$ cat src/rtl/mem_arbiter_if.sv
// Bus bundle between the fetch/execute requesters, the arbiter and the memory port.
// Signal suffixes are from the arbiter's point of view.
interface mem_arbiter_if;
    logic        ifu_req_valid_i;
    logic        ifu_req_ready_o;
    logic [31:0] ifu_addr_i;
    logic        ifu_resp_valid_o;
    logic [31:0] ifu_rdata_o;
    logic        ifu_err_o;
    logic        lsu_req_valid_i;
    logic        lsu_req_ready_o;
    logic [31:0] lsu_addr_i;
    logic        lsu_we_i;
    logic [31:0] lsu_wdata_i;
    logic [3:0]  lsu_wmask_i;
    logic        lsu_resp_valid_o;
    logic [31:0] lsu_rdata_o;
    logic        lsu_err_o;
    logic        mem_req_valid_o;
    logic        mem_req_ready_i;
    logic [31:0] mem_addr_o;
    logic        mem_we_o;
    logic [31:0] mem_wdata_o;
    logic [3:0]  mem_wmask_o;
    logic        mem_resp_valid_i;
    logic [31:0] mem_rdata_i;
    logic        mem_resp_err_i;

    // Arbiter side.
    modport slave (
        input  ifu_req_valid_i, ifu_addr_i,
        output ifu_req_ready_o, ifu_resp_valid_o, ifu_rdata_o, ifu_err_o,
        input  lsu_req_valid_i, lsu_addr_i, lsu_we_i, lsu_wdata_i, lsu_wmask_i,
        output lsu_req_ready_o, lsu_resp_valid_o, lsu_rdata_o, lsu_err_o,
        output mem_req_valid_o, mem_addr_o, mem_we_o, mem_wdata_o, mem_wmask_o,
        input  mem_req_ready_i, mem_resp_valid_i, mem_rdata_i, mem_resp_err_i
    );

    // Requester/memory-model side.
    modport master (
        output ifu_req_valid_i, ifu_addr_i,
        input  ifu_req_ready_o, ifu_resp_valid_o, ifu_rdata_o, ifu_err_o,
        output lsu_req_valid_i, lsu_addr_i, lsu_we_i, lsu_wdata_i, lsu_wmask_i,
        input  lsu_req_ready_o, lsu_resp_valid_o, lsu_rdata_o, lsu_err_o,
        input  mem_req_valid_o, mem_addr_o, mem_we_o, mem_wdata_o, mem_wmask_o,
        output mem_req_ready_i, mem_resp_valid_i, mem_rdata_i, mem_resp_err_i
    );
endinterface

$ cat src/rtl/mem_arbiter.sv
// Single-outstanding arbiter sharing one memory port between IFU reads and LSU
// loads/stores. Sequence: accept -> downstream request -> response -> one-cycle
// registered reply to the owner. A timeout converts a hung bus into an error reply.
module mem_arbiter #(
    parameter bit          LSU_PRIORITY   = 1'b1,
    parameter int unsigned TIMEOUT_CYCLES = 255,
    parameter int unsigned CNT_W          = 8
) (
    input  logic          clk_i,
    input  logic          rst_i,
    mem_arbiter_if.slave  bus
);

    typedef enum logic [2:0] {
        ST_IDLE     = 3'd0,
        ST_IFU_REQ  = 3'd1,
        ST_IFU_RESP = 3'd2,
        ST_LSU_REQ  = 3'd3,
        ST_LSU_RESP = 3'd4
    } state_e;

    localparam bit             TO_EN       = (TIMEOUT_CYCLES != 0);
    localparam int unsigned    TO_LAST_INT = (TIMEOUT_CYCLES == 0) ? 0 : (TIMEOUT_CYCLES - 1);
    localparam logic [CNT_W-1:0] TO_LAST   = CNT_W'(TO_LAST_INT);

    state_e           state_q, state_d;
    logic             last_lsu_q;      // 1: last grant went to the LSU
    logic [CNT_W-1:0] cnt_q;
    logic [31:0]      addr_q;
    logic             we_q;
    logic [31:0]      wdata_q;
    logic [3:0]       wmask_q;
    logic             ifu_vld_q, lsu_vld_q;
    logic [31:0]      ifu_rdata_q, lsu_rdata_q;
    logic             ifu_err_q, lsu_err_q;

    logic ifu_ready_s, lsu_ready_s, grant_lsu_s;
    logic busy_s, owner_lsu_s, done_s, tmo_s, tmo_hit_s;

    // Next-state, grant and completion/timeout decode.
    always_comb begin
        state_d     = state_q;
        ifu_ready_s = 1'b0;
        lsu_ready_s = 1'b0;
        grant_lsu_s = 1'b0;
        done_s      = 1'b0;
        tmo_s       = 1'b0;
        busy_s      = (state_q != ST_IDLE);
        owner_lsu_s = (state_q == ST_LSU_REQ) || (state_q == ST_LSU_RESP);
        tmo_hit_s   = TO_EN && busy_s && (cnt_q == TO_LAST);
        case (state_q)
            ST_IDLE: begin
                if (bus.ifu_req_valid_i && bus.lsu_req_valid_i) begin
                    grant_lsu_s = LSU_PRIORITY ? 1'b1 : !last_lsu_q;
                end else begin
                    grant_lsu_s = bus.lsu_req_valid_i;
                end
                lsu_ready_s = bus.lsu_req_valid_i && grant_lsu_s;
                ifu_ready_s = bus.ifu_req_valid_i && !grant_lsu_s;
                if (lsu_ready_s) begin
                    state_d = ST_LSU_REQ;
                end else if (ifu_ready_s) begin
                    state_d = ST_IFU_REQ;
                end else begin
                    state_d = ST_IDLE;
                end
            end
            ST_IFU_REQ, ST_LSU_REQ: begin
                if (tmo_hit_s) begin
                    tmo_s   = 1'b1;
                    state_d = ST_IDLE;
                end else if (bus.mem_req_ready_i) begin
                    state_d = (state_q == ST_LSU_REQ) ? ST_LSU_RESP : ST_IFU_RESP;
                end else begin
                    state_d = state_q;
                end
            end
            ST_IFU_RESP, ST_LSU_RESP: begin
                // A response in the timeout cycle still completes normally.
                if (bus.mem_resp_valid_i) begin
                    done_s  = 1'b1;
                    state_d = ST_IDLE;
                end else if (tmo_hit_s) begin
                    tmo_s   = 1'b1;
                    state_d = ST_IDLE;
                end else begin
                    state_d = state_q;
                end
            end
            default: begin
                state_d = ST_IDLE;
            end
        endcase
    end

    // State register and last-grant tracking.
    always_ff @(posedge clk_i or posedge rst_i) begin
        if (rst_i) begin
            state_q    <= ST_IDLE;
            last_lsu_q <= 1'b1;
        end else begin
            state_q <= state_d;
            if (lsu_ready_s) begin
                last_lsu_q <= 1'b1;
            end else if (ifu_ready_s) begin
                last_lsu_q <= 1'b0;
            end
        end
    end

    // Capture the accepted request; loads and fetches always carry an empty mask.
    always_ff @(posedge clk_i or posedge rst_i) begin
        if (rst_i) begin
            addr_q  <= 32'h0000_0000;
            we_q    <= 1'b0;
            wdata_q <= 32'h0000_0000;
            wmask_q <= 4'b0000;
        end else if (lsu_ready_s) begin
            addr_q  <= bus.lsu_addr_i;
            we_q    <= bus.lsu_we_i;
            wdata_q <= bus.lsu_wdata_i;
            wmask_q <= bus.lsu_we_i ? bus.lsu_wmask_i : 4'b0000;
        end else if (ifu_ready_s) begin
            addr_q  <= bus.ifu_addr_i;
            we_q    <= 1'b0;
            wdata_q <= 32'h0000_0000;
            wmask_q <= 4'b0000;
        end
    end

    // Timeout counter: cleared on accept, counts every busy cycle.
    always_ff @(posedge clk_i or posedge rst_i) begin
        if (rst_i) begin
            cnt_q <= '0;
        end else if (ifu_ready_s || lsu_ready_s) begin
            cnt_q <= '0;
        end else if (busy_s) begin
            cnt_q <= cnt_q + CNT_W'(1);
        end
    end

    // Registered one-cycle reply to the owner; data/err hold between pulses.
    always_ff @(posedge clk_i or posedge rst_i) begin
        if (rst_i) begin
            ifu_vld_q   <= 1'b0;
            lsu_vld_q   <= 1'b0;
            ifu_rdata_q <= 32'h0000_0000;
            lsu_rdata_q <= 32'h0000_0000;
            ifu_err_q   <= 1'b0;
            lsu_err_q   <= 1'b0;
        end else begin
            ifu_vld_q <= 1'b0;
            lsu_vld_q <= 1'b0;
            if (done_s || tmo_s) begin
                if (owner_lsu_s) begin
                    lsu_vld_q   <= 1'b1;
                    lsu_rdata_q <= done_s ? bus.mem_rdata_i : 32'h0000_0000;
                    lsu_err_q   <= done_s ? bus.mem_resp_err_i : 1'b1;
                end else begin
                    ifu_vld_q   <= 1'b1;
                    ifu_rdata_q <= done_s ? bus.mem_rdata_i : 32'h0000_0000;
                    ifu_err_q   <= done_s ? bus.mem_resp_err_i : 1'b1;
                end
            end
        end
    end

    assign bus.ifu_req_ready_o  = ifu_ready_s;
    assign bus.lsu_req_ready_o  = lsu_ready_s;
    assign bus.ifu_resp_valid_o = ifu_vld_q;
    assign bus.ifu_rdata_o      = ifu_rdata_q;
    assign bus.ifu_err_o        = ifu_err_q;
    assign bus.lsu_resp_valid_o = lsu_vld_q;
    assign bus.lsu_rdata_o      = lsu_rdata_q;
    assign bus.lsu_err_o        = lsu_err_q;
    assign bus.mem_req_valid_o  = (state_q == ST_IFU_REQ) || (state_q == ST_LSU_REQ);
    assign bus.mem_addr_o       = addr_q;
    assign bus.mem_we_o         = we_q;
    assign bus.mem_wdata_o      = wdata_q;
    assign bus.mem_wmask_o      = wmask_q;

endmodule
$ cat src/flat_wrapper.sv
// flat-port wrapper written by rule: the top's interface ports become plain ports
module mem_arbiter_flat 
#(
    parameter bit          LSU_PRIORITY   = 1'b1,
    parameter int unsigned TIMEOUT_CYCLES = 255,
    parameter int unsigned CNT_W          = 8
)
  (clk_i, rst_i, bus_ifu_req_valid_i, bus_ifu_addr_i, bus_ifu_req_ready_o, bus_ifu_resp_valid_o, bus_ifu_rdata_o, bus_ifu_err_o, bus_lsu_req_valid_i, bus_lsu_addr_i, bus_lsu_we_i, bus_lsu_wdata_i, bus_lsu_wmask_i, bus_lsu_req_ready_o, bus_lsu_resp_valid_o, bus_lsu_rdata_o, bus_lsu_err_o, bus_mem_req_valid_o, bus_mem_addr_o, bus_mem_we_o, bus_mem_wdata_o, bus_mem_wmask_o, bus_mem_req_ready_i, bus_mem_resp_valid_i, bus_mem_rdata_i, bus_mem_resp_err_i);
  mem_arbiter_if bus_i ();
  input  logic clk_i;
  input  logic rst_i;
  input wire logic [$bits(bus_i.ifu_req_valid_i)-1:0] bus_ifu_req_valid_i;
  input wire logic [$bits(bus_i.ifu_addr_i)-1:0] bus_ifu_addr_i;
  output wire logic [$bits(bus_i.ifu_req_ready_o)-1:0] bus_ifu_req_ready_o;
  output wire logic [$bits(bus_i.ifu_resp_valid_o)-1:0] bus_ifu_resp_valid_o;
  output wire logic [$bits(bus_i.ifu_rdata_o)-1:0] bus_ifu_rdata_o;
  output wire logic [$bits(bus_i.ifu_err_o)-1:0] bus_ifu_err_o;
  input wire logic [$bits(bus_i.lsu_req_valid_i)-1:0] bus_lsu_req_valid_i;
  input wire logic [$bits(bus_i.lsu_addr_i)-1:0] bus_lsu_addr_i;
  input wire logic [$bits(bus_i.lsu_we_i)-1:0] bus_lsu_we_i;
  input wire logic [$bits(bus_i.lsu_wdata_i)-1:0] bus_lsu_wdata_i;
  input wire logic [$bits(bus_i.lsu_wmask_i)-1:0] bus_lsu_wmask_i;
  output wire logic [$bits(bus_i.lsu_req_ready_o)-1:0] bus_lsu_req_ready_o;
  output wire logic [$bits(bus_i.lsu_resp_valid_o)-1:0] bus_lsu_resp_valid_o;
  output wire logic [$bits(bus_i.lsu_rdata_o)-1:0] bus_lsu_rdata_o;
  output wire logic [$bits(bus_i.lsu_err_o)-1:0] bus_lsu_err_o;
  output wire logic [$bits(bus_i.mem_req_valid_o)-1:0] bus_mem_req_valid_o;
  output wire logic [$bits(bus_i.mem_addr_o)-1:0] bus_mem_addr_o;
  output wire logic [$bits(bus_i.mem_we_o)-1:0] bus_mem_we_o;
  output wire logic [$bits(bus_i.mem_wdata_o)-1:0] bus_mem_wdata_o;
  output wire logic [$bits(bus_i.mem_wmask_o)-1:0] bus_mem_wmask_o;
  input wire logic [$bits(bus_i.mem_req_ready_i)-1:0] bus_mem_req_ready_i;
  input wire logic [$bits(bus_i.mem_resp_valid_i)-1:0] bus_mem_resp_valid_i;
  input wire logic [$bits(bus_i.mem_rdata_i)-1:0] bus_mem_rdata_i;
  input wire logic [$bits(bus_i.mem_resp_err_i)-1:0] bus_mem_resp_err_i;
  assign bus_i.ifu_req_valid_i = bus_ifu_req_valid_i;
  assign bus_i.ifu_addr_i = bus_ifu_addr_i;
  assign bus_ifu_req_ready_o = bus_i.ifu_req_ready_o;
  assign bus_ifu_resp_valid_o = bus_i.ifu_resp_valid_o;
  assign bus_ifu_rdata_o = bus_i.ifu_rdata_o;
  assign bus_ifu_err_o = bus_i.ifu_err_o;
  assign bus_i.lsu_req_valid_i = bus_lsu_req_valid_i;
  assign bus_i.lsu_addr_i = bus_lsu_addr_i;
  assign bus_i.lsu_we_i = bus_lsu_we_i;
  assign bus_i.lsu_wdata_i = bus_lsu_wdata_i;
  assign bus_i.lsu_wmask_i = bus_lsu_wmask_i;
  assign bus_lsu_req_ready_o = bus_i.lsu_req_ready_o;
  assign bus_lsu_resp_valid_o = bus_i.lsu_resp_valid_o;
  assign bus_lsu_rdata_o = bus_i.lsu_rdata_o;
  assign bus_lsu_err_o = bus_i.lsu_err_o;
  assign bus_mem_req_valid_o = bus_i.mem_req_valid_o;
  assign bus_mem_addr_o = bus_i.mem_addr_o;
  assign bus_mem_we_o = bus_i.mem_we_o;
  assign bus_mem_wdata_o = bus_i.mem_wdata_o;
  assign bus_mem_wmask_o = bus_i.mem_wmask_o;
  assign bus_i.mem_req_ready_i = bus_mem_req_ready_i;
  assign bus_i.mem_resp_valid_i = bus_mem_resp_valid_i;
  assign bus_i.mem_rdata_i = bus_mem_rdata_i;
  assign bus_i.mem_resp_err_i = bus_mem_resp_err_i;
  mem_arbiter #(.LSU_PRIORITY(LSU_PRIORITY), .TIMEOUT_CYCLES(TIMEOUT_CYCLES), .CNT_W(CNT_W)) u_core (.clk_i(clk_i), .rst_i(rst_i), .bus(bus_i));
endmodule
$ cat config.mk
export PLATFORM = sky130hd
export DESIGN_NAME = mem_arbiter_flat
export DESIGN_NICKNAME = d
export VERILOG_FILES = /design/src/rtl/mem_arbiter_if.sv /design/src/rtl/mem_arbiter.sv /design/src/flat_wrapper.sv
export SDC_FILE = /design/constraint.sdc
export NUM_CORES = 1
export LEC_CHECK = 0
export BUFFER_PORTS_ARGS = -buffer_cell sky130_fd_sc_hd__buf_2
export CAP_MARGIN = 10
export CORE_ASPECT_RATIO = 0.7
export CORE_MARGIN = 8
export CORE_UTILIZATION = 46
export CTS_CLUSTER_SIZE = 40
export DETAILED_ROUTE_END_ITERATION = 16
export PLACE_DENSITY = 0.79
export SYNTH_ARGS = -nofsm -noshare
export SYNTH_HDL_FRONTEND = slang
export SYNTH_SLANG_ARGS = --single-unit
$ cat constraint.sdc
create_clock -name clk_i -period 5.5 [get_ports clk_i]
set_input_delay 1.1 -clock clk_i [delete_from_list [all_inputs] [get_ports clk_i]]
set_output_delay 1.1 -clock clk_i [all_outputs]
set_load 0.1 [all_outputs]
==> metrics <==
clk buf depth 2; Post-layout nets approximately 870; Worst R2R Start u_core.state_q[1]$_DFFE_PP0P_; final setup fails 0; fmax between 0.3 and 0.4 GHz; non-filler instance count after layout approximately 900; gr ovfl total 0; DIE AREA 16850 sq um; hold endpoint u_core.bus.mem_addr_o[31]$_DFFE_PP0N_; wirelength, routed 17.59 mm; Cells after Synth 459; post-route cell area 8031 sq um; RSZ-0062 raised after global routing false; Worst R2R Path Depth 5; Reg2Reg Setup Slack 2.86 ns; post-cts sizing count 0; HP Start u_core.bus.mem_addr_o[31]$_DFFE_PP0N_; drt wl/cell 19.57 um; MaxCap Viol Count 0; register area share after synthesis 0.6239; Yosys top cell by area dfrtp_1; Placed Cells 867; WP data required 4.40 ns; status finished, final reports clean; share of the synthesized area in the top cell type 0.6239; Syn Nets 601; H-tree depth 4; fill count 995; crit end category primary output; DP Area 7392 sq um; CTS Buf Count 17; routed vias/inst 5.409; CP Class reg -> out; vias between 4000 and 5000; Final Max Slew Viols 0; fin crit share 0.6032; Synth Warn # 0; antenna cells 0; crit path max fanout 11; Initial DRT Pass Iterations 4; CTS tree yes; Netlist Area Pre-Place around 5900 sq um; commonest cells after routing, fill and taps aside buf_2 (279), dfrtp_1 (148), a22o_1 (66), nand2_1 (35); post-DP HPWL 12.76 mm; first-pass GRT wire length 28.03 mm; drt initial violations between 200 and 300; Placeable Area about 13000 sq um; post-CTS setup repair buffer count 0; crit start category register; count of final hold-check violations 0; number of global-route vias before repair 5232; capture point of the worst reg-to-reg path u_core.bus.mem_addr_o[21]$_DFFE_PP0N_; hold-fix buffer count after cts 0; hold crit path type reg -> reg; initial core utilization 0.4746; initial antenna violation count 0; top area cells in the synthesized netlist dfrtp_1 (62%), a22o_1 (9.7%), mux2i_1 (5.4%); Port Buffers roughly 280; Clock Sinks 148; gr usage total 0.2092; Post-DRT Antenna Nets 0; Post-synth ARST share 1.000; Tmin final roughly 3.3 ns; CP Data Arrival Time 2.22 ns; Yosys cell types 43; hold path depth 2; Slew headroom 0.3534; Slew @ Worst Pin 0.9700 ns; Worst-path clk slew 0.06 ns; pin count of the biggest net entering global routing about 110; Hold Worst Slack 0.4767 ns; worst-skew pair later-pin latency 0.41 ns; # IOs 280; Mean Syn Cell Area 12.93 sq um; Post-synth top flop dfrtp_1; share of cells above drive strength 1 0.4844; number of flops mapped to enable cells by yosys 0; GPL Wtd Cong approximately 0.78; DRC Markers 0; Die X 151.8 um; Setup Skew 0.01752 ns; row count 34; CTS Root Cell clkbuf_16; Layout area overhead 35.31%; die height 111.0 um; synthesized flop and latch total between 100 and 150; Post-Route Setup TNS 0 ns; commonest non-fill, non-tap cell in the layout buf_2
-- state kept, by name, summed over array words and instances (netlist names) --
name                         cells
u_core.bus.ifu_rdata_o          32
u_core.bus.lsu_rdata_o          32
u_core.bus.mem_addr_o           32
u_core.bus.mem_wdata_o          32
u_core.cnt_q                     8
u_core.bus.mem_wmask_o           4
u_core.state_q                   3
u_core.bus.ifu_err_o             1
u_core.bus.ifu_resp_valid_o      1
u_core.bus.lsu_err_o             1
u_core.bus.lsu_resp_valid_o      1
u_core.bus.mem_we_o              1
-- logic make-up (layout without fill, tap and decap cells) --
logic type,Yosys count,count (layout),share of synthesized area
buffers and inverters,49,327,0.04152
AND/OR/NAND/NOR,69,69,0.05650
AO/OA/AOI/OAI,155,155,0.2140
flip-flops,148,148,0.6239
multiplexers,32,32,0.05396
adder cells (fa/ha/maj),2,2,0.004215
XOR/XNOR,4,4,0.005902
-- through the flow --
step | setup slack [ns] | utilization
floorplan | 0.4203 | -
global placement | 2.486 | 0.5910
detailed placement | 2.483 | 0.5910
CTS | 2.166 | 0.6422
global route | 2.068 | 0.6422
finish | 2.182 | 0.6422
-- per-layer routing --
layer	wire length, um	part of all wire	global-route usage	vias up
met3	1284	0.073	0.06362	20
met5	0	0	0	-
met1	6839	0.39	0.2531	2410
met4	255	0.014	0.05924	0
li1	-	-	-	2251
met2	9209	0.52	0.3512	182
-- synthesized netlist by cell type (all sizes together) (2+ instances only) --
cell and instances:
a21o 2, a21oi 8, a22o 66, a32o 37
and2 3, and3 3, buf 14, clkbuf 25
dfrtp 148, ha 2, inv 10, mux2i 32
nand2 36, nand3 8, nor2 9, nor3 2
nor3b 2, o21ai 36, or3 2, xor2 4
-- critical path: stages, from the launching register on --
cell and delay, ns:
dfrtp_1 0.50, nor3_1 0.60, and2_4 0.28, buf_2 0.44
-- layout make-up --
class | count | area, sq um | share of cell area
clock buffers | 19 | 442.9 | 0.05515
clock inverters | 13 | 196.4 | 0.02446
inverters | 10 | 42.54 | 0.005297
multi-input cells | 262 | 2002 | 0.2493
flip-flops and latches | 148 | 3704 | 0.4611
well taps | 162 | 202.7 | 0.02524
repair buffers | 285 | 1441 | 0.1795
-- worst max-delay path by stage --
stage,startpoint,endpoint,slack (ns),cells past startpoint
after floorplan,rst_i,u_core.bus.ifu_err_o$_DFFE_PP0P_,0.42,1
after global placement,bus_lsu_req_valid_i,bus_ifu_req_ready_o,2.49,3
after detailed placement,bus_lsu_req_valid_i,bus_ifu_req_ready_o,2.48,3
after CTS,u_core.state_q[1]$_DFFE_PP0P_,bus_lsu_req_ready_o,2.17,3
after global routing,u_core.state_q[1]$_DFFE_PP0P_,bus_lsu_req_ready_o,2.07,3
final,u_core.state_q[1]$_DFFE_PP0P_,bus_lsu_req_ready_o,2.18,3
Power is not shown: default switching activity piles up to over one toggle a cycle in this logic, so the estimate is an artifact.
